--- config.mk ---
export PLATFORM = sky130hd
export DESIGN_NAME = piso_32_tx
export DESIGN_NICKNAME = d
export VERILOG_FILES = /design/src/rtl/serial_link_pkg.sv /design/src/rtl/piso_32_tx.sv
export SDC_FILE = /design/constraint.sdc
export NUM_CORES = 1
export LEC_CHECK = 0
export CORE_MARGIN = 10
export CORE_UTILIZATION = 54
export CTS_CLUSTER_DIAMETER = 100
export DETAILED_ROUTE_END_ITERATION = 16
export PLACE_DENSITY = 0.84
export SYNTH_ARGS = -nofsm -noshare
export SYNTH_HDL_FRONTEND = slang
export SYNTH_SLANG_ARGS = --single-unit
--- constraint.sdc ---
create_clock -name clk -period 4.92 [get_ports clk]
set_input_delay 0.738 -clock clk [delete_from_list [all_inputs] [get_ports clk]]
set_output_delay 0.738 -clock clk [all_outputs]
set_load 0.01 [all_outputs]
--- src/rtl/serial_link_pkg.sv ---
// Shared definitions for the 32-bit serial link (PISO transmitter / SIPO receiver).
// Both ends shift LSB first, so bit 0 of a word is the first bit on the line.
package serial_link_pkg;

    localparam int LINK_WIDTH = 32;

    typedef enum logic [0:0] {
        IDLE  = 1'b0,
        SHIFT = 1'b1
    } tx_state_t;

    typedef enum logic [0:0] {
        LSB_FIRST = 1'b0,
        MSB_FIRST = 1'b1
    } bit_order_t;

    localparam bit_order_t LINK_BIT_ORDER = LSB_FIRST;

    // Even parity of a link word, for integrity checks on either side of the link.
    function automatic logic word_parity(input logic [LINK_WIDTH-1:0] word);
        return ^word;
    endfunction

endpackage

--- src/rtl/piso_32_tx.sv ---
// Parallel-in/serial-out transmitter: accepts a word on a valid/ready handshake and
// shifts it out LSB first, one bit per bit_en strobe, with a serial_en qualifier.
module piso_32_tx
    import serial_link_pkg::*;
#(
    parameter int WIDTH = LINK_WIDTH
) (
    input  logic             clk,
    input  logic             rst,
    input  logic             load_valid,
    input  logic [WIDTH-1:0] load_data,
    output logic             load_ready,
    input  logic             bit_en,
    output logic             serial_out,
    output logic             serial_en,
    output logic             busy,
    output logic             done
);

    localparam int              CNT_W    = (WIDTH > 1) ? $clog2(WIDTH) : 1;
    localparam logic [CNT_W-1:0] CNT_LAST = CNT_W'(WIDTH - 1);

    tx_state_t        state_r;
    logic [WIDTH-1:0] shreg_r;
    logic [CNT_W-1:0] cnt_r;
    logic             done_r;
    logic             shifting_s;

    // FSM, shift register, bit counter and done pulse.
    always_ff @(posedge clk) begin
        if (rst) begin
            state_r <= IDLE;
            shreg_r <= '0;
            cnt_r   <= '0;
            done_r  <= 1'b0;
        end else begin
            done_r <= 1'b0;
            case (state_r)
                IDLE: begin
                    if (load_valid) begin
                        shreg_r <= load_data;
                        cnt_r   <= '0;
                        state_r <= SHIFT;
                    end else begin
                        state_r <= IDLE;
                    end
                end
                SHIFT: begin
                    if (bit_en) begin
                        shreg_r <= {1'b0, shreg_r[WIDTH-1:1]};
                        // The counter stops at its last value instead of wrapping.
                        if (cnt_r == CNT_LAST) begin
                            state_r <= IDLE;
                            done_r  <= 1'b1;
                        end else begin
                            cnt_r <= cnt_r + CNT_W'(1);
                        end
                    end else begin
                        state_r <= SHIFT;
                    end
                end
                default: begin
                    state_r <= IDLE;
                    shreg_r <= '0;
                    cnt_r   <= '0;
                end
            endcase
        end
    end

    // Line outputs are decoded only from registers, except the qualifier which follows bit_en.
    always_comb begin
        shifting_s = (state_r == SHIFT);
        load_ready = ~shifting_s;
        busy       = shifting_s;
        serial_out = shifting_s & shreg_r[0];
        serial_en  = shifting_s & bit_en;
        done       = done_r;
    end

endmodule
==> summary.md <==
| Metric | Value |
|---|---|
| Status | `completed` |
| Ratio of cells with drive above 1 in the final layout | `19.53%` |
| IO buf count | `40` |
| Top Family by Delay on Critical Path | `flip-flops` |
| Mapped Cells | `183` |
| Net Sw Frac | `26.86%` |
| Clock Sinks | `39` |
| Worst path arrival time | `roughly 2300 ps` |
| Core box area | `3416 um2` |
| Area after DPL | `2280 um2` |
| Worst vdd ir | `0.1686 mV` |
| # H-tree levels | `2` |
| Power density over cell area | `about 290 nW/um2` |
| CP Capture Type | `primary output` |
| Clk_lat worst skew | `between 300 and 400 ps` |
| Dpl ws | `just over 2000 ps` |
| Area of the multi-input gates | `~1000 um2` |
| GR Overflow Total | `0` |
| Final hold slack | `a little under 500 ps` |
| Final non-filler cell total | `roughly 260` |
| DP Wirelength | `about 2.8 mm` |
| Vias/cell | `between 5 and 6` |
| Mapped cell area | `~2000 um2` |
| Final GP Congestion | `~0.76` |
| Clock Tree Root | `clkbuf_4` |
| Critical path fanouts, max | `42` |
| Pins Over Slew Limit | `0` |
| Crit Path Class | `reg -> out` |
| Via Count | `1421` |
| Vias in the first global route | `between 1500 and 2000` |
| Fin crit share | `61.44%` |
| Final Hold Vio Count | `0` |
| Final worst slack | `1897 ps` |
| Fin nets | `roughly 250` |
| Post-synth top area share | `39.92%` |
| Endpoints failing setup | `0` |
| P_leak | `between 0.8 and 0.9 nW` |
| Post-DR wirelength/cell | `~15 um` |
| Final Power | `between 0.6 and 0.7 mW` |
| CP Data Required Time | `roughly 4200 ps` |
| Clock Skew | `roughly 1.1 ps` |
| Clock power frac | `between 20 and 30%` |
| Synth area leader | `dfxtp_1` |
| Cells along the critical path | `nand2_1 > inv_1 > clkdlybuf4s50_1` |
| Critical Path Slowest Stage Cell | `dfxtp_2` |
| Least-Margin Pin Slew | `around 1100 ps` |
| Fin util | `between 60% and 70%` |
| Pre-antenna DRT Iters | `4` |
| Largest cells by area after synthesis | `dfxtp_1, a211oi_2, mux2i_1, nor2_1, buf_6` |
| Setup_tns | `0 ps` |
| Worst path bufs/invs | `2` |
| Largest net degree at the start of global routing | `63` |
| Switch Pwr | `between 0.15 and 0.2 mW` |
| Seq/Total Area, Yosys | `between 30% and 40%` |
| Syn_nets | `approximately 220` |
| Die X | `about 80 um` |
| Achievable clock frequency | `between 300 and 400 MHz` |
| Slowest Stage Delay on Critical Path | `about 1100 ps` |
| TritonCTS clock tree | `built` |
| Final min period | `roughly 3000 ps` |
| Post-CTS Hold Buffers | `0` |
| Core Rows | `21` |
| Int Pwr | `between 0.4 and 0.5 mW` |
| Synth Warn # | `0` |
| Tot GR Track Use | `between 10% and 20%` |
| Drt drc | `0` |
| Total CTS buffers | `5` |
| Combinational Power Share | `between 15 and 20%` |
| Global-route wire length before repair | `between 6 and 7 mm` |
| DRT iter0 DRCs | `96` |
| Clock slew at reported path FFs | `~100 ps` |
| Initial antenna violation count | `0` |
| Worst hold path class | `reg -> reg` |
| Fill cell count | `280` |
| Top Ports | `41` |
| Height of the die | `80.18 um` |
| Placed insts | `about 250` |
| Initial core utilization | `57.25%` |
| Bufs on Longest Clock Path | `2` |
| Antenna cells | `0` |
| Antenna Nets Post-Route | `0` |
| Total Wirelength | `between 3 and 4 mm` |
| Max Cap Viol | `0` |
| Area grow syn2layout | `20.09%` |
| Critical Path Start Type | `register` |
| Worst relative slew slack | `23.91%` |
| Share of power burned in registers | `approximately 54%` |
| Die area | `approximately 6400 um2` |
| RSZ-0062 raised after global routing | `no` |
| Syn Area/Cell | `roughly 11 um2` |
| Post-cts resize count | `0` |
| Yosys reg bits | `39` |
| Final instance area | `~2300 um2` |
| Distinct cell type count after synthesis | `27` |
| Reg area | `between 700 and 800 um2` |
| Post-CTS Setup Repair Bufs | `0` |
==> cells by family after synthesis <==
logic type / share of synthesized area (%)
simple gates: 12.60
flops: 39.92
compound gates: 21.88
mux: 16.63
buf+inv: 7.230
fa+ha+maj: 1.279
xor+xnor: 0.4479
==> registers in the layout (all words and copies together), names as in the netlist <==
signal   count
cnt_r        5
shreg_r     32
busy         1
done         1
==> cells in the mapped netlist <==
| cell type | n |
|---|---|
| buf_4 | 4 |
| nor2b_1 | 1 |
| and3b_1 | 1 |
| o21ai_0 | 1 |
| nand2_1 | 4 |
| nand4b_1 | 1 |
| or3_1 | 1 |
| nand3_1 | 5 |
| a211oi_1 | 2 |
| clkbuf_1 | 2 |
| buf_6 | 7 |
| nand2b_1 | 2 |
| mux2_4 | 1 |
| buf_2 | 2 |
| nor2_1 | 32 |
| inv_1 | 3 |
| mux2i_1 | 31 |
| and2_1 | 1 |
| a21oi_1 | 4 |
| ha_1 | 2 |
| a211oi_2 | 31 |
| and3_1 | 2 |
| nand3b_4 | 1 |
| dfxtp_1 | 39 |
| buf_1 | 1 |
| nor3_1 | 1 |
| xor2_1 | 1 |
==> power by group through the flow <==
stage	registers (mW)	logic (mW)	clock network (mW)
5_1_grt	0.369	0.147	0.201
2_1_floorplan	0.359	0.110	0
6_report	0.365	0.133	0.183
3_5_place_dp	0.372	0.134	0
4_1_cts	0.365	0.135	0.189
3_3_place_gp	0.370	0.128	0
==> worst reg2reg max path, cell delays in order, from the launching register on <==
cell and delay [ps]:
dfxtp_2 1100, mux2_4 830, nor2_1 160, a211oi_2 220
==> area by class of cell <==
type                            count  area share [%]
Clock buffer                        8           2.930
Inverter                            3          0.4795
Sequential cell                    39           33.30
Multi-Input combinational cell    125           44.01
Tap cell                           46           2.451
Timing Repair Buffer               40           16.84
==> placed cells by master (no fill, tap or decap) <==
cell	n
mux2_4	1
and3b_1	1
a211oi_1	2
nand3_1	5
nor3_1	1
clkbuf_1	1
a211oi_2	31
clkbuf_8	2
dfxtp_2	1
nand2b_1	2
o21ai_0	1
inv_1	3
a21oi_1	4
xor2_1	1
or3_1	1
nand2_1	4
nand4b_1	1
nor2b_1	1
dfxtp_1	38
and2_1	1
clkbuf_4	5
ha_1	2
and3_1	2
nand3b_4	1
nor2_1	32
mux2i_1	31
buf_2	1
clkdlybuf4s50_1	39
==> path summary, 6_finish.rpt <==
check / endpoint / start / slack (ps) / cells past startpoint
setup / recovery: serial_en / busy / 1900 / 3
hold / removal: cnt_r[4] / cnt_r[4] / 490 / 2
setup reg to reg: shreg_r[28] / busy / 2540 / 3
hold reg to reg: cnt_r[4] / cnt_r[4] / 490 / 2
==> per-layer routing <==
layer	share of wire, %	up-vias	GRT usage, %
li1	-	715	-
met2	53	28	23.19
met3	6.0	9	5.679
met4	1.8	0	5.458
met5	0	-	0
met1	39	669	12.64
No activity file was read; power rests on OpenSTA's default activity.
